$ cat src/rtl/apb_cmd_master_pkg30.sv
// Shared types and default widths for the apb_cmd_master30 command-to-APB bridge.
package apb_cmd_master_pkg30;

   localparam int unsigned PADDR_WIDTH_DEF30  = 32;
   localparam int unsigned PWDATA_WIDTH_DEF30 = 32;
   localparam int unsigned PRDATA_WIDTH_DEF30 = 32;
   localparam int unsigned SEL_LSB_DEF30      = 12;
   localparam int unsigned TIMEOUT_DEF30      = 256;

   localparam int unsigned PSEL_NUM30   = 16;
   localparam int unsigned PSEL_IDX_W30 = 4;
   localparam int unsigned TOCNT_W30    = 16;

   typedef enum logic [1:0] {
      IDLE   = 2'd0,
      SETUP  = 2'd1,
      ACCESS = 2'd2,
      RESP   = 2'd3
   } apb_state_e;

endpackage

$ cat src/rtl/apb_psel_decode30.sv
// 4-bit slave index to one-hot psel vector; en low forces all lines inactive.
module apb_psel_decode30
   import apb_cmd_master_pkg30::*;
(
   input  logic                    en,
   input  logic [PSEL_IDX_W30-1:0] idx,
   output logic [PSEL_NUM30-1:0]   sel_c
);

   always_comb begin
      sel_c = '0;
      if (en) begin
         sel_c[idx] = 1'b1;
      end
   end

endmodule

$ cat src/rtl/apb_cmd_master30.sv
// Valid/ready command stream to APB master bridge, one transfer outstanding.
// Optional access-phase timeout enabled by defining APB_CMD_MASTER_TIMEOUT_EN.
module apb_cmd_master30
   import apb_cmd_master_pkg30::*;
#(
   parameter int unsigned PADDR_WIDTH30    = PADDR_WIDTH_DEF30,
   parameter int unsigned PWDATA_WIDTH30   = PWDATA_WIDTH_DEF30,
   parameter int unsigned PRDATA_WIDTH30   = PRDATA_WIDTH_DEF30,
   parameter int unsigned SEL_LSB30        = SEL_LSB_DEF30,
   parameter int unsigned TIMEOUT_CYCLES30 = TIMEOUT_DEF30
)
(
   input  logic                      pclock30,
   input  logic                      preset30,
   input  logic                      cmd_valid,
   output logic                      cmd_ready,
   input  logic [PADDR_WIDTH30-1:0]  cmd_addr,
   input  logic                      cmd_write,
   input  logic [PWDATA_WIDTH30-1:0] cmd_wdata,
   output logic                      rsp_valid,
   input  logic                      rsp_ready,
   output logic [PRDATA_WIDTH30-1:0] rsp_rdata,
   output logic                      rsp_err,
   output logic                      rsp_timeout,
   output logic [PADDR_WIDTH30-1:0]  paddr30,
   output logic                      prwd30,
   output logic [PWDATA_WIDTH30-1:0] pwdata30,
   output logic [PSEL_NUM30-1:0]     psel30,
   output logic                      penable30,
   input  logic                      pready30,
   input  logic [PRDATA_WIDTH30-1:0] prdata30,
   input  logic                      pslverr30
);

   apb_state_e                state_q, state_d;
   logic [PADDR_WIDTH30-1:0]  paddr_q, paddr_d;
   logic                      prwd_q, prwd_d;
   logic [PWDATA_WIDTH30-1:0] pwdata_q, pwdata_d;
   logic [PSEL_NUM30-1:0]     psel_q, psel_d;
   logic                      penable_q, penable_d;
   logic                      cmd_ready_q, cmd_ready_d;
   logic                      rsp_valid_q, rsp_valid_d;
   logic [PRDATA_WIDTH30-1:0] rsp_rdata_q, rsp_rdata_d;
   logic                      rsp_err_q, rsp_err_d;
   logic                      sel_en_c;
`ifdef APB_CMD_MASTER_TIMEOUT_EN
   logic [TOCNT_W30-1:0]      tocnt_q, tocnt_d;
   logic                      rsp_timeout_q, rsp_timeout_d;
   logic                      to_hit_c;
`else
   logic                      unused_timeout_c;
`endif

`ifdef APB_CMD_MASTER_TIMEOUT_EN
   // Abort when this wait cycle would be the TIMEOUT_CYCLES30-th without pready30.
   assign to_hit_c = (32'(tocnt_q) + 32'd1) >= 32'(TIMEOUT_CYCLES30);
`else
   assign unused_timeout_c = ^TIMEOUT_CYCLES30;
`endif

   always_comb begin
      state_d     = state_q;
      paddr_d     = paddr_q;
      prwd_d      = prwd_q;
      pwdata_d    = pwdata_q;
      rsp_rdata_d = rsp_rdata_q;
      rsp_err_d   = rsp_err_q;
`ifdef APB_CMD_MASTER_TIMEOUT_EN
      tocnt_d       = tocnt_q;
      rsp_timeout_d = rsp_timeout_q;
`endif
      case (state_q)
         IDLE: begin
            if (cmd_valid && cmd_ready_q) begin
               paddr_d  = cmd_addr;
               prwd_d   = cmd_write;
               pwdata_d = cmd_wdata;
               state_d  = SETUP;
`ifdef APB_CMD_MASTER_TIMEOUT_EN
               tocnt_d  = '0;
`endif
            end
         end
         SETUP: begin
            state_d = ACCESS;
         end
         ACCESS: begin
            // pready30 takes priority over a timeout landing on the same cycle.
            if (pready30) begin
               rsp_rdata_d = prwd_q ? '0 : prdata30;
               rsp_err_d   = pslverr30;
               state_d     = RESP;
`ifdef APB_CMD_MASTER_TIMEOUT_EN
               rsp_timeout_d = 1'b0;
            end else if (to_hit_c) begin
               rsp_rdata_d   = '0;
               rsp_err_d     = 1'b1;
               rsp_timeout_d = 1'b1;
               state_d       = RESP;
            end else begin
               tocnt_d = tocnt_q + TOCNT_W30'(1);
`endif
            end
         end
         RESP: begin
            if (rsp_ready) begin
               state_d = IDLE;
            end
         end
         default: begin
            state_d = IDLE;
         end
      endcase
   end

   // Bus-facing controls follow the next state so they are registered yet cycle-exact.
   assign sel_en_c    = (state_d == SETUP) || (state_d == ACCESS);
   assign penable_d   = (state_d == ACCESS);
   assign rsp_valid_d = (state_d == RESP);
   assign cmd_ready_d = (state_d == IDLE);

   apb_psel_decode30 u_psel_decode (
      .en    (sel_en_c),
      .idx   (paddr_d[SEL_LSB30 +: PSEL_IDX_W30]),
      .sel_c (psel_d)
   );

   always_ff @(posedge pclock30 or negedge preset30) begin
      if (!preset30) begin
         state_q     <= IDLE;
         paddr_q     <= '0;
         prwd_q      <= 1'b0;
         pwdata_q    <= '0;
         psel_q      <= '0;
         penable_q   <= 1'b0;
         cmd_ready_q <= 1'b0;
         rsp_valid_q <= 1'b0;
         rsp_rdata_q <= '0;
         rsp_err_q   <= 1'b0;
`ifdef APB_CMD_MASTER_TIMEOUT_EN
         tocnt_q       <= '0;
         rsp_timeout_q <= 1'b0;
`endif
      end else begin
         state_q     <= state_d;
         paddr_q     <= paddr_d;
         prwd_q      <= prwd_d;
         pwdata_q    <= pwdata_d;
         psel_q      <= psel_d;
         penable_q   <= penable_d;
         cmd_ready_q <= cmd_ready_d;
         rsp_valid_q <= rsp_valid_d;
         rsp_rdata_q <= rsp_rdata_d;
         rsp_err_q   <= rsp_err_d;
`ifdef APB_CMD_MASTER_TIMEOUT_EN
         tocnt_q       <= tocnt_d;
         rsp_timeout_q <= rsp_timeout_d;
`endif
      end
   end

   assign cmd_ready = cmd_ready_q;
   assign rsp_valid = rsp_valid_q;
   assign rsp_rdata = rsp_rdata_q;
   assign rsp_err   = rsp_err_q;
   assign paddr30   = paddr_q;
   assign prwd30    = prwd_q;
   assign pwdata30  = pwdata_q;
   assign psel30    = psel_q;
   assign penable30 = penable_q;
`ifdef APB_CMD_MASTER_TIMEOUT_EN
   assign rsp_timeout = rsp_timeout_q;
`else
   assign rsp_timeout = 1'b0;
`endif

endmodule

$ cat config.mk
export PLATFORM = sky130hd
export DESIGN_NAME = apb_cmd_master30
export DESIGN_NICKNAME = d
export VERILOG_FILES = /design/src/rtl/apb_cmd_master_pkg30.sv /design/src/rtl/apb_psel_decode30.sv /design/src/rtl/apb_cmd_master30.sv
export SDC_FILE = /design/constraint.sdc
export NUM_CORES = 1
export LEC_CHECK = 0
export BUFFER_PORTS_ARGS = -buffer_cell sky130_fd_sc_hd__clkbuf_2
export CAP_MARGIN = 30
export CORE_MARGIN = 2
export CORE_UTILIZATION = 36
export DETAILED_ROUTE_END_ITERATION = 7
export GPL_ROUTABILITY_DRIVEN = 1
export GPL_TIMING_DRIVEN = 0
export PLACE_DENSITY = 0.63
export SLEW_MARGIN = 20
export SYNTH_ARGS = -nofsm -noshare
export SYNTH_HDL_FRONTEND = slang
export SYNTH_SLANG_ARGS = --single-unit
$ cat constraint.sdc
create_clock -name pclock30 -period 4.7 [get_ports pclock30]
set_input_delay 0.94 -clock pclock30 [delete_from_list [all_inputs] [get_ports pclock30]]
set_output_delay 0.94 -clock pclock30 [all_outputs]
set_load 0.02 [all_outputs]
==> results of run 1 <==
## state kept, by name (all words and copies together) (netlist names)
name,flops
psel30,16
pwdata30,32
rsp_valid,1
rsp_rdata,32
state_q,2
penable30,1
rsp_err,1
cmd_ready,1
paddr30,32
prwd30,1
## synth_stat cells, drive strengths merged
master and instances:
o21ai 33, inv 1, nand3 19, dfrtp 119, nor2 7, nand4bb 1, nand2 228, nand4 14
nand3b 1, nor4bb 1, mux2 1, buf 18, nand2b 33, conb 1, ha 3, o21a 2
clkbuf 12, nor2b 8, a21boi 15
## kinds of logic after synthesis
family / Yosys count / share of synthesized area
other: 1 / 0.000778
buffers and inverters: 31 / 0.0309
adder cells (fa/ha/maj): 3 / 0.00778
multiplexers: 1 / 0.00234
AND/OR/NAND/NOR: 312 / 0.280
flip-flops: 119 / 0.618
AO/OA/AOI/OAI: 50 / 0.0607
## where the power goes
| group | switching [uW] | internal (uW) | total, uW |
|---|---|---|---|
| Sequential | 284 | 1480 | 1770 |
| Combinational | 1240 | 660 | 1900 |
| Clock | 434 | 917 | 1350 |
## worst paths after layout
kind | startpoint | endpoint | slack [ps] | depth (start not counted)
max | cmd_valid | psel30[8]$_DFF_PN0_ | 2290 | 8
min | preset30 | pwdata30[5]$_DFFE_PN0P_ | 470 | 1
max reg2reg | state_q[1]$_DFF_PN0_ | psel30[8]$_DFF_PN0_ | 2440 | 7
min reg2reg | pwdata30[26]$_DFFE_PN0P_ | pwdata30[26]$_DFFE_PN0P_ | 470 | 2
max in group asynchronous | preset30 | psel30[13]$_DFF_PN0_ | 3540 | 2
min in group pclock30 | pwdata30[26]$_DFFE_PN0P_ | pwdata30[26]$_DFFE_PN0P_ | 470 | 2
## metal layers
metal	vias up	wire, um
met1	1995	5590
met2	160	6380
met5	-	0
met3	23	783
li1	2133	-
met4	0	290
## final cells by class
type,count,area [sq um],area share
timing repair buffer,220,1130,0.166
clock inverter,7,114,0.0167
multi-input combinational,367,1700,0.249
inverter,1,3.75,0.000552
sequential,119,2980,0.438
buffer,30,145,0.0213
tap,176,220,0.0324
clock buffer,25,515,0.0758
## stage by stage
stage | power (uW) | setup slack (ps) | hold WS [ps] | instance area (sq um)
floorplan | 2940 | 2440 | 581 | 4820
global placement | 3650 | 971 | 458 | 6140
detailed placement | 3710 | 1870 | 461 | 6170
CTS | 5090 | 2300 | 475 | 6800
global route | 5340 | 2170 | 494 | 6800
finish | 5020 | 2290 | 470 | 6800
## worst max-delay path, stage by stage
cell       delay (ps)
clkbuf_2           90
nand4bb_1          90
buf_2             260
buf_2             270
nand2b_1          110
ha_1              420
clkbuf_1          310
a21boi_1          230
==> results_dict.tcl, run 1 <==
set metrics [dict create \
    io_pins 221 \
    cts_buffers 17 \
    cp-start-kind "primary input" \
    syn_area_sq_um 4820 \
    arrival_ps 2730 \
    vias 4311 \
    clockBufferDepth 2 \
    grt-ovfl-total 0 \
    hold_buffers 0 \
    leakage_uw 0.00378 \
    status "finished, final reports clean" \
    synth_cell_types 23 \
    final_max_slew_viol_count 0 \
    busiest_layer "met2" \
    rsz0062_at_grt "false" \
    crit_type "in2reg" \
    timing.final.crit_share 0.512 \
    avgSynthCellArea_sq_um 9.33 \
    gp_congestion 0.833 \
    crit_path_end_kind "flop" \
    power_density_nw_per_um2 738 \
    portBuffers 219 \
    track_usage 0.188 \
    ys_seq_area_frac 0.618 \
    clock_sinks 119 \
    syn_nets 623 \
    die_area_sq_um 14300 \
    viasPerCell 4.56 \
    crit_fanout 10 \
    cts_tree "yes" \
    dp.cells 913 \
    grt_max_degree 71 \
    final_util 0.518 \
    nFillCells 1255 \
    dp_hpwl_um 9590 \
    grt_util_met1 0.239 \
    drc_errors 0 \
    layout-drive-gt1-share 0.349 \
    ir_worst_vdd_v 0.000238 \
    netlist.area_leader.share 0.618 \
    layout_common_cells "nand2_1, clkbuf_2, dfrtp_1" \
    clk_latency_ps 400 \
    layout_commonest_cell "nand2_1" \
    wl_per_cell_um 13.8 \
    final_nets 862 \
    cts_resized 0 \
    post_cts_buffers 0 \
    synth_area_leader_cell "dfrtp_1" \
    antenna_found_initial 0 \
    start_util 0.367 \
    required_ps 5020 \
    diodes 0 \
    yosys-top-cells-area "dfrtp_1, nand2_1, nand2b_1" \
    ys_ff_latch 119 \
    fin_crit_ps 2410 \
    grt_use_met2 0.307 \
    hp-class "in2async" \
    drtIter0Drc 166 \
    clkTransAtPathRegs_ps 50 \
    first_global_vias 4173 \
    clockRootBuffer "clkbuf_16" \
    syn-instance-count 517 \
    fp.dieH_um 120 \
    core_area_sq_um 13100 \
    finalSetupTns_ps 0 \
    die_w_um 120 \
    wl_um 13000 \
    setup_viol 0 \
    finalHoldViolations 0 \
    grt_pass1_wl_um 21200 \
    clock.fmax_mhz 416 \
    syn2layout_area_growth_pct 41.1 \
    dr.pass1.iters 5 \
    gr-usage-met3 0.0494 \
    cap_violations 0 \
    drtAntennaViolNets 0 \
    fin_skew_ps 4.56 \
    rows 42 \
    htree_levels 4 \
    yosys_warnings 0 \
    stdcell_count 945 \
]
(Power assumes the default switching activity.)
==> inputs of run 2 (changes only) <==
--- a/config.mk
+++ b/config.mk
@@ -5,6 +5,7 @@
 export SDC_FILE = /design/constraint.sdc
 export NUM_CORES = 1
 export LEC_CHECK = 0
+export ABC_AREA = 1
 export BUFFER_PORTS_ARGS = -buffer_cell sky130_fd_sc_hd__clkbuf_2
 export CAP_MARGIN = 30
 export CORE_MARGIN = 2
@@ -12,7 +13,7 @@
 export DETAILED_ROUTE_END_ITERATION = 7
 export GPL_ROUTABILITY_DRIVEN = 1
 export GPL_TIMING_DRIVEN = 0
-export PLACE_DENSITY = 0.63
+export PLACE_DENSITY = 0.64
 export SLEW_MARGIN = 20
 export SYNTH_ARGS = -nofsm -noshare
 export SYNTH_HDL_FRONTEND = slang
==> constraint.sdc (replaced) <==
create_clock -name pclock30 -period 2.5 [get_ports pclock30]
set_input_delay 0.5 -clock pclock30 [delete_from_list [all_inputs] [get_ports pclock30]]
set_output_delay 0.5 -clock pclock30 [all_outputs]
set_load 0.02 [all_outputs]
==> results_dict.tcl, run 2 <==
set metrics [dict create \
    status "finished, final reports clean" \
    ir_worst_vdd_v 0.000594 \
    drtIter0Drc 178 \
    crit_fanout 10 \
    synth-xor-area-share 0 \
    cts_resized 0 \
    die_area_sq_um 13700 \
    fp.dieH_um 117 \
    grt_max_degree 65 \
    r2r_slack_ps 490 \
    diodes 0 \
    cts_buffers 17 \
    startpoint "state_q[0]$_DFF_PN0_" \
    design_area_sq_um 6550 \
    grt-ovfl-total 0 \
    wl_um 12100 \
    hold_buffers 0 \
    yosys_warnings 0 \
    vias 4075 \
    setup_viol 0 \
    async_flop_share 1.00 \
    portBuffers 219 \
    crit_type "reg2reg" \
    arrival_ps 2350 \
    timing.final.crit_share 0.806 \
    synth_compound_area_frac 0.0371 \
    avgSynthCellArea_sq_um 9.16 \
    io_pins 221 \
    synth_area_leader_cell "dfrtp_1" \
    syn-instance-count 501 \
    yosys-top-cells-area "dfrtp_1, nand2_1, o21ai_0" \
    post_cts_buffers 0 \
    syn_area_sq_um 4590 \
    clock.fmax_mhz 496 \
    clock_sinks 119 \
    dpl_cell_area_sq_um 5940 \
    synth.most_common_cell "nand2_1" \
    clockRootBuffer "clkbuf_16" \
    final_max_slew_viol_count 0 \
    holdWs_ps 38.0 \
    wl_per_cell_um 13.1 \
    netlist.area_leader.share 0.649 \
    cts_tree "yes" \
    timing.rr.end "psel30[3]$_DFF_PN0_" \
    synth_top_family_by_area "simple AND/OR/NAND/NOR gates" \
    gp_congestion 0.813 \
    nFillCells 1205 \
    first_global_vias 3870 \
    rows 41 \
    cp-start-kind "flop" \
    drtAntennaViolNets 0 \
    htree_levels 4 \
    antenna_found_initial 0 \
    synth_cell_types 20 \
    layout_common_cells "nand2_1, clkbuf_2, dfrtp_1" \
    die_w_um 117 \
    muxShareOfSynthArea 0 \
    finalHoldViolations 0 \
    synth-edff-count 0 \
    reg2reg_depth 9 \
    start_util 0.367 \
    track_usage 0.179 \
    dr.pass1.iters 5 \
    core_area_sq_um 12500 \
    r2r_start "state_q[0]$_DFF_PN0_" \
    power_density_nw_per_um2 1410 \
    syn_nets 607 \
    rsz0062_at_grt "false" \
    crit_path_end_kind "flop" \
    netlist_top_cells_count "nand2_1, dfrtp_1, o21ai_0, nor2_1, inv_1" \
    ys_ff_latch 119 \
    ys_seq_area_frac 0.649 \
    clkTransAtPathRegs_ps 50 \
    p_total_uw 9270 \
    drc_errors 0 \
    viasPerCell 4.41 \
    fin_skew_ps 9.68 \
    required_ps 2830 \
    clockBufferDepth 2 \
    synthAdderAreaFrac 0.00818 \
    clk_latency_ps 410 \
    syn2layout_area_growth_pct 42.8 \
    layout-drive-gt1-share 0.360 \
    leakage_uw 0.00379 \
    dp_hpwl_um 9040 \
    final_nets 846 \
    fin_crit_ps 2010 \
    synth_flop_cell "dfrtp_1" \
    layout_commonest_cell "nand2_1" \
    synthSimpleGateAreaFrac 0.259 \
    grt_pass1_wl_um 18600 \
    cap_violations 0 \
    hp-class "in2async" \
]
run 2: cell types whose count changed in the layout (fill, tap and decap cells not counted), moves of 4 or more:
cell      before  now
nand3_1       19   12
nor2_1         7   17
nand2_1      228  269
inv_1          1   14
buf_6          1    5
a21boi_1      13    0
clkbuf_1      14    9
buf_2         14    9
clkbuf_8       7    3
nand2b_1      33    0
nor2b_1        8    0
nand4_1       14    0
run 2: report_power, final:
part	switching (uW)	leakage (uW)	total (uW)	internal, uW
Clock	813	0.000301	2520	1710
Combinational	2400	0.00194	3510	1110
Sequential	458	0.00155	3240	2780
Total	3670	0.00379	9270	5600
run 2: layout make-up:
type                       instances  area, sq um  area share
buffer                            24          154      0.0235
inverter                          16         60.1     0.00916
multi-input combinational        342         1400       0.213
timing repair buffer             220         1130       0.173
sequential                       119         2980       0.454
clock inverter                     9          148      0.0225
clock buffer                      23          468      0.0714
tap                              172          215      0.0328
run 2: worst max-delay path by stage:
| stage | end | slack [ps] |
|---|---|---|
| floorplan | psel30[0]$_DFF_PN0_ | 760 |
| finish | psel30[3]$_DFF_PN0_ | 490 |
| global route | psel30[0]$_DFF_PN0_ | 270 |
| detailed placement | psel30[2]$_DFF_PN0_ | 320 |
| global placement | paddr30[7]$_DFFE_PN0P_ | -760 |
| CTS | psel30[2]$_DFF_PN0_ | 460 |
run 2: per-layer routing:
metal / global-route usage / vias to the layer above / share of wire
met5: 0 / - / 0
met4: 0.0839 / 0 / 0.024
met3: 0.0669 / 21 / 0.068
met2: 0.290 / 149 / 0.49
met1: 0.213 / 1890 / 0.42
li1: - / 2015 / -
run 2: kinds of logic after synthesis:
kind of cell	Yosys count
buf+inv	40
other cells	1
fa+ha+maj	3
flops	119
compound gates	34
simple gates	304
run 2: worst max-delay path, cell delays in order, from the launching register on:
cell and delay, ps:
dfrtp_1 400, inv_1 60, nand3_1 120, buf_4 190
inv_1 70, nor3_2 240, inv_1 90, ha_1 400
nand3_1 210, nor2_1 150
run 2: metrics by stage:
step | util | worst slack [ps] | TNS, ps | std cells
6_report | 0.524 | 485 | 0 | 925
5_1_grt | 0.524 | 267 | 0 | 925
4_1_cts | 0.524 | 460 | 0 | 925
3_5_place_dp | 0.474 | 324 | 0 | 893
3_3_place_gp | 0.472 | -762 | -90050 | 892
2_1_floorplan | - | 755 | 0 | 501
